<file path="src/rtl/mem_access_unit.sv">
// Sub-word load/store engine for the MEM stage in front of a word-only data memory.
// Handles lane extraction and extension on loads, sb/sh read-modify-write, and misaligned-access faults.
module mem_access_unit #(
    parameter int ADDR_W = 32
) (
    input  logic              clk,
    input  logic              rst_n,
    input  logic              mem_read,
    input  logic              mem_write,
    input  logic [1:0]        mem_size,
    input  logic              mem_unsigned,
    input  logic [ADDR_W-1:0] addr,
    input  logic [31:0]       store_data,
    output logic              dm_mem_read,
    output logic              dm_mem_write,
    output logic [ADDR_W-1:0] dm_address,
    output logic [31:0]       dm_write_data,
    input  logic [31:0]       dm_read_data,
    output logic [31:0]       load_data,
    output logic              stall,
    output logic              misaligned,
    output logic              fault,
    output logic [ADDR_W-1:0] fault_addr
);

    typedef enum logic [0:0] {S_IDLE = 1'b0, S_MERGE = 1'b1} state_t;

    state_t            state_q, state_d;
    logic [31:0]       merge_word_q, merge_word_d;
    logic              fault_q, fault_d;
    logic [ADDR_W-1:0] fault_addr_q, fault_addr_d;

    logic              req_s, is_byte_s, is_half_s, is_word_s, mis_s;
    logic              rd_s, wr_s, stall_s;
    logic [31:0]       wdata_s, load_s;

    function automatic logic [31:0] merge_lane(input logic [31:0] word, input logic [31:0] data,
                                               input logic is_byte, input logic [1:0] lane);
        logic [31:0] res;
        res = word;
        if (is_byte) begin
            case (lane)
                2'd0:    res[7:0]   = data[7:0];
                2'd1:    res[15:8]  = data[7:0];
                2'd2:    res[23:16] = data[7:0];
                2'd3:    res[31:24] = data[7:0];
                default: res        = word;
            endcase
        end else if (lane[1]) begin
            res[31:16] = data[15:0];
        end else begin
            res[15:0] = data[15:0];
        end
        return res;
    endfunction

    function automatic logic [31:0] extract_lane(input logic [31:0] word, input logic [1:0] size,
                                                 input logic [1:0] lane, input logic uns);
        logic [7:0]  b;
        logic [15:0] h;
        logic [31:0] res;
        h = lane[1] ? word[31:16] : word[15:0];
        case (lane)
            2'd0:    b = word[7:0];
            2'd1:    b = word[15:8];
            2'd2:    b = word[23:16];
            2'd3:    b = word[31:24];
            default: b = 8'h00;
        endcase
        case (size)
            2'b00:   res = {{24{b[7] & ~uns}}, b};
            2'b01:   res = {{16{h[15] & ~uns}}, h};
            default: res = word;
        endcase
        return res;
    endfunction

    assign req_s     = mem_read | mem_write;
    assign is_byte_s = (mem_size == 2'b00);
    assign is_half_s = (mem_size == 2'b01);
    assign is_word_s = mem_size[1];
    assign mis_s     = req_s & ((is_half_s & addr[0]) | (is_word_s & (addr[1:0] != 2'b00)));

    // Request decode and next-state logic; a store wins over a simultaneous load.
    always_comb begin
        state_d      = state_q;
        merge_word_d = merge_word_q;
        rd_s         = 1'b0;
        wr_s         = 1'b0;
        stall_s      = 1'b0;
        wdata_s      = 32'h0000_0000;
        load_s       = 32'h0000_0000;
        case (state_q)
            S_IDLE: begin
                if (mis_s) begin
                    rd_s = 1'b0;
                end else if (mem_write) begin
                    if (is_word_s) begin
                        wr_s    = 1'b1;
                        wdata_s = store_data;
                    end else begin
                        rd_s         = 1'b1;
                        stall_s      = 1'b1;
                        merge_word_d = merge_lane(dm_read_data, store_data, is_byte_s, addr[1:0]);
                        state_d      = S_MERGE;
                    end
                end else if (mem_read) begin
                    rd_s   = 1'b1;
                    load_s = extract_lane(dm_read_data, mem_size, addr[1:0], mem_unsigned);
                end else begin
                    rd_s = 1'b0;
                end
            end
            S_MERGE: begin
                wr_s    = 1'b1;
                wdata_s = merge_word_q;
                state_d = S_IDLE;
            end
            default: state_d = S_IDLE;
        endcase
    end

    // Only the first misaligned access after reset is recorded.
    always_comb begin
        fault_d      = fault_q;
        fault_addr_d = fault_addr_q;
        if (mis_s && !fault_q) begin
            fault_d      = 1'b1;
            fault_addr_d = addr;
        end else begin
            fault_d = fault_q;
        end
    end

    // State, merge buffer and fault record registers.
    always_ff @(posedge clk or negedge rst_n) begin
        if (!rst_n) begin
            state_q      <= S_IDLE;
            merge_word_q <= 32'h0000_0000;
            fault_q      <= 1'b0;
            fault_addr_q <= {ADDR_W{1'b0}};
        end else begin
            state_q      <= state_d;
            merge_word_q <= merge_word_d;
            fault_q      <= fault_d;
            fault_addr_q <= fault_addr_d;
        end
    end

    // Strobes and stall are held off while reset is asserted so a held request cannot reach memory.
    assign dm_mem_read   = rd_s & rst_n;
    assign dm_mem_write  = wr_s & rst_n;
    assign stall         = stall_s & rst_n;
    assign dm_write_data = wdata_s;
    assign dm_address    = {addr[ADDR_W-1:2], 2'b00};
    assign load_data     = load_s;
    assign misaligned    = mis_s;
    assign fault         = fault_q;
    assign fault_addr    = fault_addr_q;

endmodule

</file>
<file path="config.mk">
export PLATFORM = sky130hd
export DESIGN_NAME = mem_access_unit
export DESIGN_NICKNAME = d
export VERILOG_FILES = /design/src/rtl/mem_access_unit.sv
export SDC_FILE = /design/constraint.sdc
export NUM_CORES = 1
export LEC_CHECK = 0
export BUFFER_PORTS_ARGS = -buffer_cell sky130_fd_sc_hd__buf_2
export CAP_MARGIN = 15
export CORE_ASPECT_RATIO = 0.7
export CORE_MARGIN = 1
export CORE_UTILIZATION = 50
export CTS_BUF_LIST = sky130_fd_sc_hd__clkbuf_4 sky130_fd_sc_hd__clkbuf_8
export CTS_CLUSTER_SIZE = 20
export DETAILED_ROUTE_END_ITERATION = 12
export PLACE_DENSITY = 0.88
export RECOVER_POWER = 50
export SLEW_MARGIN = 20
export SYNTH_ARGS = -nofsm -noshare
export SYNTH_HDL_FRONTEND = slang
export SYNTH_SLANG_ARGS = --single-unit
</file>
<file path="constraint.sdc">
create_clock -name clk -period 6.2 [get_ports clk]
set_input_delay 1.55 -clock clk [delete_from_list [all_inputs] [get_ports clk]]
set_output_delay 1.55 -clock clk [all_outputs]
set_load 0.05 [all_outputs]
</file>
* After elaboration in Yosys (flattened, before gate mapping)
Cells that the tools add are included.
** Operators by class
- Equality and inequality tests :: 4
- Multiplexer cells :: 35
- Bitwise logic cells :: 14
- Reduce and logical (&&, ||, !) cells :: 6
** Operator list (count)
- $mux W32 :: 8
- $pmux W32 S2 :: 2
- $mux W8 :: 8
- $mux W16 :: 3
- $pmux W8 S4 :: 1
- $mux W1 :: 11
- $and A1 B1 Y1 :: 8
- $eq A2 B1 Y1 const B :: 2
- $eq A2 B2 Y1 const B :: 2
- $logic_not A2 Y1 :: 2
- $not A1 Y1 :: 4
- $pmux W1 S2 :: 2
- $reduce_and A4 Y1 :: 1
- $or A1 B1 Y1 :: 2
- $reduce_bool A2 Y1 :: 1
- $logic_and A1 B1 Y1 :: 1
- $logic_not A1 Y1 :: 1
** Word-level totals
- Register bits after elaboration :: 66

* Logic depth before layout (Yosys ltp)
Gate-level depths: netlist (run 1).
- Word-level depth :: 12
- Depth in mapped cells :: 7
- Depth with buffers taken out :: 5

* Least setup slack after synthesis (run 1)
OpenSTA, ideal clock, no wires.
- Kind :: input to output
- Start :: in mem_size[1]
- End :: out dm_mem_read
- Stages on the path :: 5
- Required time :: 4650 ps
- Arrival time :: 4589 ps
- Slack :: 61 ps
- Buffers on the path :: 2
- Cells stage by stage :: buf_2 inv_1 clkbuf_1 nand2_1 a2111oi_0
** Between the ends
- Word-level cells in the longest chain between the ends :: 7
** Ends and longest elaborated chain
- start, declared :: line 10 : input logic [1:0] mem_size,
- $eq A2 B1 Y1 :: line 80 : assign is_half_s = (mem_size == 2'b01);
- $and A1 B1 Y1 :: line 82 : assign mis_s = req_s & ((is_half_s & addr[0]) | (is_word_s & (addr[1:0] != 2'b00)));
- $or A1 B1 Y1 :: line 82
- $and A1 B1 Y1 :: line 82
- $mux W1 * :: line 95 : if (mis_s) begin
- $mux W1 * :: line 93 : case (state_q)
- $and A1 B1 Y1 * :: line 151 : assign dm_mem_read = rd_s & rst_n;
- end, declared :: line 14 : output logic dm_mem_read,
Mark *: on every way between the ends. The rest lies on a longest branch, timed or not.

* Worst setup path in the final report (run 1)
- Start :: in addr[1]
- End :: out dm_write_data[12]
** Between the ends
- Word-level cells in the longest chain between the ends :: 6
** Ends and longest elaborated chain
- start, declared :: line 12 : input logic [ADDR_W-1:0] addr,
- $reduce_bool A2 Y1 :: line 82
- $and A1 B1 Y1 :: line 82
- $or A1 B1 Y1 :: line 82
- $and A1 B1 Y1 :: line 82
- $mux W32 :: line 95
- $pmux W32 S2 :: line 93
- end, declared :: line 17 : output logic [31:0] dm_write_data,
No other way between the ends.

==> impl_metrics.csv, run 1 <==
group,metric,value,unit
global_route,grt_first_pass_wirelength,22000,µm
global_route,globalRouteMet3Util,7.17,%
synth,number_of_synthesized_flops_with_an_enable_pin,0,
worst_setup_path,cp_data_arrival_time,3.79,ns
worst_setup_path,max_fanout_on_critical_path,38,
drt,wl_per_cell,18.5,µm
drt,vias,4417,
timing,rsz_0062_raised_after_global_routing,"false",
die,die_width,114,µm
cells_and_area,final_area,5460,µm²
worst_setup_path,critPathBufInv,3,
drt,drc,0,
outcome,failed_checks,"max-capacitance violations, max-slew violations",
placement,routability_congestion,1.01,
worst_setup_path,reg2regPathDepth,6,
synth,synth_async_sr_flop_share,100,%
clock_tree,cts.repair.resized,0,
drt,drt_first_pass_iters,5,
synth,synth_top_area_share,37.9,%
timing,finalMaxSlewViolations,159,
drt,final_antenna_net_count,0,
synth,synth_cells,473,
power,power.leakage,2.92,nW
synth,number_of_warnings_reported_in_the_yosys_synthesis_log,0,
global_route,gr-usage-met1,46.2,%
power,power.density,278,nW/µm²
synth,number_of_unique_standard_cell_types_used_by_synthesis,42,
synth,synth_area_leaders,"sky130_fd_sc_hd__dfrtp_1, sky130_fd_sc_hd__mux2_2, sky130_fd_sc_hd__nand2_1, sky130_fd_sc_hd__a22o_1, sky130_fd_sc_hd__buf_4",
placement,placement.cell_area,5330,µm²
clock_tree,postCtsSetupRepairBufs,0,
die,dieArea,9100,µm²
global_route,grt.busiest_layer,"met2",
timing,timing.hold.ws,0.488,ns
die,fp-row-count,28,
placement,port-buffer-count,233,
global_route,global_route.overflow_total,0,
worst_setup_path,cpPeakStageDelay,0.57,ns
clock_tree,tritoncts.num_buffers,9,
global_route,antenna_found_initial,0,
die,fp.coreArea,8440,µm²
drt,detailedRoute.firstIterationViolations,365,
worst_setup_path,timing.critical_path.mode_cell,"sky130_fd_sc_hd__buf_2",
worst_setup_path,worstPathCellList,"buf_2 -> nor2_1 -> nand2_1 -> nor3b_4 -> buf_4 -> a22o_1 -> buf_2",
worst_setup_path,path_class,"in -> out",
timing,setup_viol,0,
die,die_h,80.1,µm
drt,finalWirelength,14400,µm
timing,fin_skew,0.00535,ns
timing,maxClockFrequency,187,MHz
clock_tree,worstSkewPairLatency,0.35,ns
synth,synth.ff_latch_count,66,
power,irDropWorstVdd,0.268,mV
clock_tree,cts.hold.buffers_added,0,
synth,synth_most_common_cell,"sky130_fd_sc_hd__nand2_1",
die,initial_utilization,51.6,%
worst_setup_path,path_depth,7,
cells_and_area,syn2layout_area_growth,25.3,%
worst_setup_path,worst_ep_required_time,4.65,ns
timing,min_period,5.34,ns
worst_setup_path,worstSetupEndpointType,"output port",
placement,placed_wire_length_estimate,11100,µm
cells_and_area,n_antenna_cell,0,
die,io_pins,236,
min_path,hp-class,"reg -> reg",
timing,worst-slew-pin-transition,3.44,ns
clock_tree,clockBufferDepth,2,
clock_tree,htree_levels,3,
cells_and_area,finish.net_count,760,
global_route,grt_start_max_net_pins,67,
synth,synthesis.area_per_instance,9.21,µm²
placement,post-place-ws,0.968,ns
synth,synth-seq-area-share,37.9,%
clock_tree,cts.sink_count,66,
worst_setup_path,cpMaxStageDelayCell,"sky130_fd_sc_hd__nor3b_4",
clock_tree,worst_setup_hold_path_clk_slew,0.07,ns
worst_setup_path,critical_path.startpoint_type,"input pin",
outcome,status,"finished, violations left",
worst_setup_path,cp_top_family,"simple AND/OR/NAND/NOR gates",
global_route,groute.usage.overall,32.5,%
drt,via_per_inst,5.65,
global_route,global_routing_met2_resource_utilization,49.2,%
global_route,via_count_of_the_first_global_routing_pass,4062,
synth,most_used_flip_flop_cell_after_synthesis,"sky130_fd_sc_hd__dfrtp_1",
synth,syn-cell-area,4360,µm²
timing,tns,0,ns
timing,number_of_hold_violations_in_the_final_report,0,
timing,setup_slack,0.864,ns
run,max_cap_viols,3,
synth,cell_types_with_the_highest_counts_after_synthesis,"sky130_fd_sc_hd__nand2_1, sky130_fd_sc_hd__dfrtp_1, sky130_fd_sc_hd__o21ai_0, sky130_fd_sc_hd__buf_4, sky130_fd_sc_hd__mux2_2",
synth,post-synth-top-area-cell,"sky130_fd_sc_hd__dfrtp_1",
timing,relSlewSlack,-129,%
cells_and_area,fin_util,64.7,%
clock_tree,cts_tree,"yes",
timing,min_period_over_period,86.1,%
clock_tree,root_buffer,"sky130_fd_sc_hd__clkbuf_8",
cells_and_area,share_of_cells_above_drive_strength_1,39.7,%
min_path,whs_path_depth,2,
sequential cells by signal, indices dropped and copies added, names as in the netlist:
name / flops
fault: 1
fault_addr: 32
merge_word_q: 32
state_q: 1
area by class of cell:
class / count / area (µm²)
Fill cell: 728 / 2980
Multi-Input combinational cell: 328 / 2240
Sequential cell: 66 / 1650
Timing Repair Buffer: 240 / 1160
Clock buffer: 11 / 151
Tap cell: 120 / 150
Clock inverter: 5 / 52.6
Inverter: 12 / 45.0
final timing paths:
kind / startpoint / endpoint / slack [ns]
worst max register to register: state_q / merge_word_q[11] / 2.36
worst min-delay path: merge_word_q[22] / merge_word_q[22] / 0.49
worst max-delay path: addr[1] / dm_write_data[12] / 0.86
min in group asynchronous: rst_n / fault_addr[22] / 2.55
max in group asynchronous: rst_n / fault_addr[27] / 1.73
worst min register to register: merge_word_q[22] / merge_word_q[22] / 0.49
where the power goes:
part           internal [W]  total, W  switching [W]
clock network      0.000205  0.000372       0.000166
registers          0.000516  0.000565      0.0000493
logic              0.000146  0.000579       0.000434
total              0.000867   0.00152       0.000649
worst reg2reg max path: cells and delay by family (launching register included):
family / cells / cell delay, ns
buffers and inverters: 3 / 2.47
AOI/OAI and AO/OA: 2 / 0.37
and+or+nand+nor: 1 / 0.18
DFF: 1 / 0.70
layer usage:
metal | wire length [µm] | part of all wire [%]
met2 | 6500 | 45
met1 | 6230 | 43
met5 | 0 | 0
met3 | 1450 | 10
met4 | 250 | 1.7
cell usage in the layout, fill, tap and decap left out, types with 3 or more instances in the layout:
master	count
sky130_fd_sc_hd__o22ai_1	5
sky130_fd_sc_hd__buf_2	199
sky130_fd_sc_hd__inv_1	12
sky130_fd_sc_hd__mux2_2	33
sky130_fd_sc_hd__clkbuf_1	37
sky130_fd_sc_hd__a221oi_1	6
sky130_fd_sc_hd__or4b_1	6
sky130_fd_sc_hd__nand3_1	8
sky130_fd_sc_hd__clkinv_2	3
sky130_fd_sc_hd__and2_1	6
sky130_fd_sc_hd__o21ai_0	52
sky130_fd_sc_hd__o2bb2ai_1	6
sky130_fd_sc_hd__clkbuf_8	11
sky130_fd_sc_hd__mux2i_1	16
sky130_fd_sc_hd__nand2_1	77
sky130_fd_sc_hd__buf_4	4
sky130_fd_sc_hd__a22o_1	32
sky130_fd_sc_hd__nor3_1	3
sky130_fd_sc_hd__dfrtp_1	66
sky130_fd_sc_hd__a21o_1	31
sky130_fd_sc_hd__nor2_1	6
sky130_fd_sc_hd__o21ai_1	3
sky130_fd_sc_hd__a21oi_1	3
sky130_fd_sc_hd__a31oi_1	8
cell families after synthesis:
logic type,synth area share (%)
compound gates,25.0
simple gates,13.3
buf+inv,10.5
flops,37.9
mux,13.2
other cells,0.0861
per-stage QoR:
step                power, W  cells
floorplan           0.000999    474
global placement     0.00115    766
detailed placement   0.00116    766
CTS                  0.00153    782
global route         0.00159    782
finish               0.00152    782
Power figures use the tool's default switching activity.
==> inputs of run 2 (changes only) <==
==> constraint.sdc (replaced) <==
create_clock -name clk -period 6.2 [get_ports clk]
set_input_delay 1.55 -clock clk [delete_from_list [all_inputs] [get_ports clk]]
set_output_delay 1.55 -clock clk [all_outputs]
set_load 0.01 [all_outputs]
==> run 2 against run 1 <==
Effect of this change:
- the run still ends with max-capacitance violations, max-slew violations left
- final cell count unchanged
- critical path depth rose by 1
- register-to-register slack better by 0.26 ns
- combinational power down 39%
- utilization is 0.089 points higher
- worst hold slack got worse by 0.0022 ns
- via count increased by 1.6%
- setup slack got worse by 0.23 ns
- sequential power hardly changed
- wire length rose by 0.71%
- clock skew rose by 0.0034 ns
- global-route usage decreased by 0.41 points
- critical endpoint is now dm_write_data[24]
- largest cell class unchanged
==> impl_metrics.csv, run 2 (synthesis gave the netlist of run 1 again) <==
group,metric,value,unit
worst_setup_path,cp_top_family,"simple AND/OR/NAND/NOR gates",
min_path,hp-class,"reg -> reg",
worst_setup_path,worst_ep_required_time,4.65,ns
global_route,antenna_found_initial,0,
outcome,status,"finished, violations left",
die,initial_utilization,51.6,%
cells_and_area,most_common_cell_after_layout_fill_and_taps_aside,"sky130_fd_sc_hd__buf_2",
cells_and_area,syn2layout_area_growth,25.5,%
drt,finalWirelength,14500,µm
timing,min_period_over_period,89.7,%
cells_and_area,ff_latch_area,1650,µm²
clock_tree,clockBufferDepth,2,
drt,drc,0,
global_route,groute.usage.overall,32.1,%
global_route,via_count_of_the_first_global_routing_pass,4163,
power,power.leakage,2.92,nW
timing,rsz_0062_raised_after_global_routing,"false",
placement,routability_congestion,0.950,
clock_tree,worst_setup_hold_path_clk_slew,0.07,ns
run,max_cap_viols,3,
min_path,hold_start,"merge_word_q[23]",
global_route,global_route.overflow_total,0,
die,fp.coreArea,8440,µm²
worst_setup_path,cpMaxStageDelayCell,"sky130_fd_sc_hd__nor3b_4",
die,die_h,80.1,µm
drt,detailedRoute.firstIterationViolations,351,
worst_setup_path,cp_data_arrival_time,4.01,ns
timing,fin_skew,0.00878,ns
worst_setup_path,critical_path.startpoint,"addr[1]",
die,die_width,114,µm
placement,port-buffer-count,233,
worst_setup_path,max_fanout_on_critical_path,21,
drt,final_antenna_net_count,0,
power,power.density,240,nW/µm²
timing,finalMaxSlewViolations,159,
global_route,grt_first_pass_wirelength,22000,µm
clock_tree,htree_levels,3,
power,share_seq_of_total_power,42.9,%
power,p_switching,0.000425,W
power,irDropWorstVdd,0.203,mV
cells_and_area,multi_input_area,2240,µm²
timing,maxClockFrequency,180,MHz
drt,drt_first_pass_iters,5,
timing,number_of_hold_violations_in_the_final_report,0,
power,netSwitchingFraction,32.4,%
drt,via_per_inst,5.74,
power,share_clk_of_total_power,30.3,%
timing,relSlewSlack,-133,%
clock_tree,cts.repair.resized,0,
global_route,grt_start_max_net_pins,67,
worst_setup_path,path_class,"in -> out",
drt,vias,4488,
die,fp-row-count,28,
clock_tree,postCtsSetupRepairBufs,0,
timing,worst-slew-pin-transition,3.49,ns
power,total_power,0.00131,W
clock_tree,worstSkewPairLatency,0.35,ns
worst_setup_path,timing.critical_path.mode_cell,"sky130_fd_sc_hd__buf_2",
worst_setup_path,worst_flop_to_flop_path_startpoint,"state_q",
cells_and_area,most-common-layout-cells,"sky130_fd_sc_hd__buf_2, sky130_fd_sc_hd__nand2_1, sky130_fd_sc_hd__dfrtp_1",
clock_tree,cts.sink_count,66,
placement,placed_wire_length_estimate,11000,µm
clock_tree,cts_tree,"yes",
clock_tree,tritoncts.num_buffers,9,
worst_setup_path,critPathBufInv,4,
clock_tree,cts.hold.buffers_added,0,
timing,setup_slack,0.639,ns
outcome,failed_checks,"max-capacitance violations, max-slew violations",
worst_setup_path,worstPathCellList,"buf_2 -> clkbuf_1 -> nor2_1 -> nand2_1 -> nor3b_4 -> buf_4 -> a22o_1 -> buf_2",
clock_tree,root_buffer,"sky130_fd_sc_hd__clkbuf_8",
timing,setup_viol,0,
worst_setup_path,critical_path.startpoint_type,"input pin",
placement,post-place-ws,1.00,ns
worst_setup_path,worstSetupEndpointType,"output port",
worst_setup_path,cpPeakStageDelay,0.57,ns
timing,tns,0,ns
die,io_pins,236,
timing,min_period,5.56,ns
drt,wl_per_cell,18.6,µm
cells_and_area,n_antenna_cell,0,
cells_and_area,count_of_fill_cells_added_during_filler_insertion,729,
cells_and_area,finish.net_count,760,
power,internal_power,0.000887,W
power,p_comb_share,26.8,%
die,dieArea,9100,µm²
cells_and_area,share_of_cells_above_drive_strength_1,39.4,%
[run 2: power groups by stage]
stage                     clock network, W  logic, W  registers, W
after floorplan                          0  0.000186      0.000582
after global placement                   0  0.000350      0.000563
after detailed placement                 0  0.000361      0.000568
after CTS                         0.000403  0.000364      0.000561
after global routing              0.000427  0.000382      0.000574
final                             0.000398  0.000351      0.000563
[run 2: per-stage QoR]
stage	instance area [µm²]	hold slack [ns]	utilization, %	std cells
4_1_cts	5550	0.493	65.8	782
3_5_place_dp	5330	0.475	63.2	766
6_report	5470	0.486	64.8	782
5_1_grt	5470	0.521	64.8	782
3_3_place_gp	5330	0.464	63.2	766
2_1_floorplan	4360	0.451	-	474
[run 2: path summary, 6_finish.rpt]
kind / slack, ns / endpoint / depth (start not counted)
worst max-delay path: 0.64 / dm_write_data[24] / 8
worst min register to register: 0.49 / merge_word_q[23] / 2
worst min-delay path: 0.49 / merge_word_q[23] / 2
max in group asynchronous: 1.64 / fault_addr[26] / 2
min in group asynchronous: 2.60 / fault_addr[13] / 2
worst max register to register: 2.62 / merge_word_q[9] / 6
[run 2: metal layers]
metal	vias up	routed length, µm	track usage, %	part of all wire (%)
met5	-	0	0	0
met4	0	342	10.3	2.4
met3	35	1360	8.75	9.3
met2	274	6620	50.4	46
met1	2136	6210	43.1	43
li1	2043	-	-	-
[run 2: layout make-up]
type	instances	area share (%)
timing repair buffer	240	21.2
clock inverter	7	1.72
tap	120	2.75
clock buffer	9	2.27
inverter	12	0.824
multi-input combinational	328	41.0
sequential	66	30.2
[run 2: tightest hold or removal path, stage by stage, from the launching register on]
cell	delay (ns)
sky130_fd_sc_hd__dfrtp_1	0.34
sky130_fd_sc_hd__nand2_1	0.05
sky130_fd_sc_hd__o21ai_0	0.06
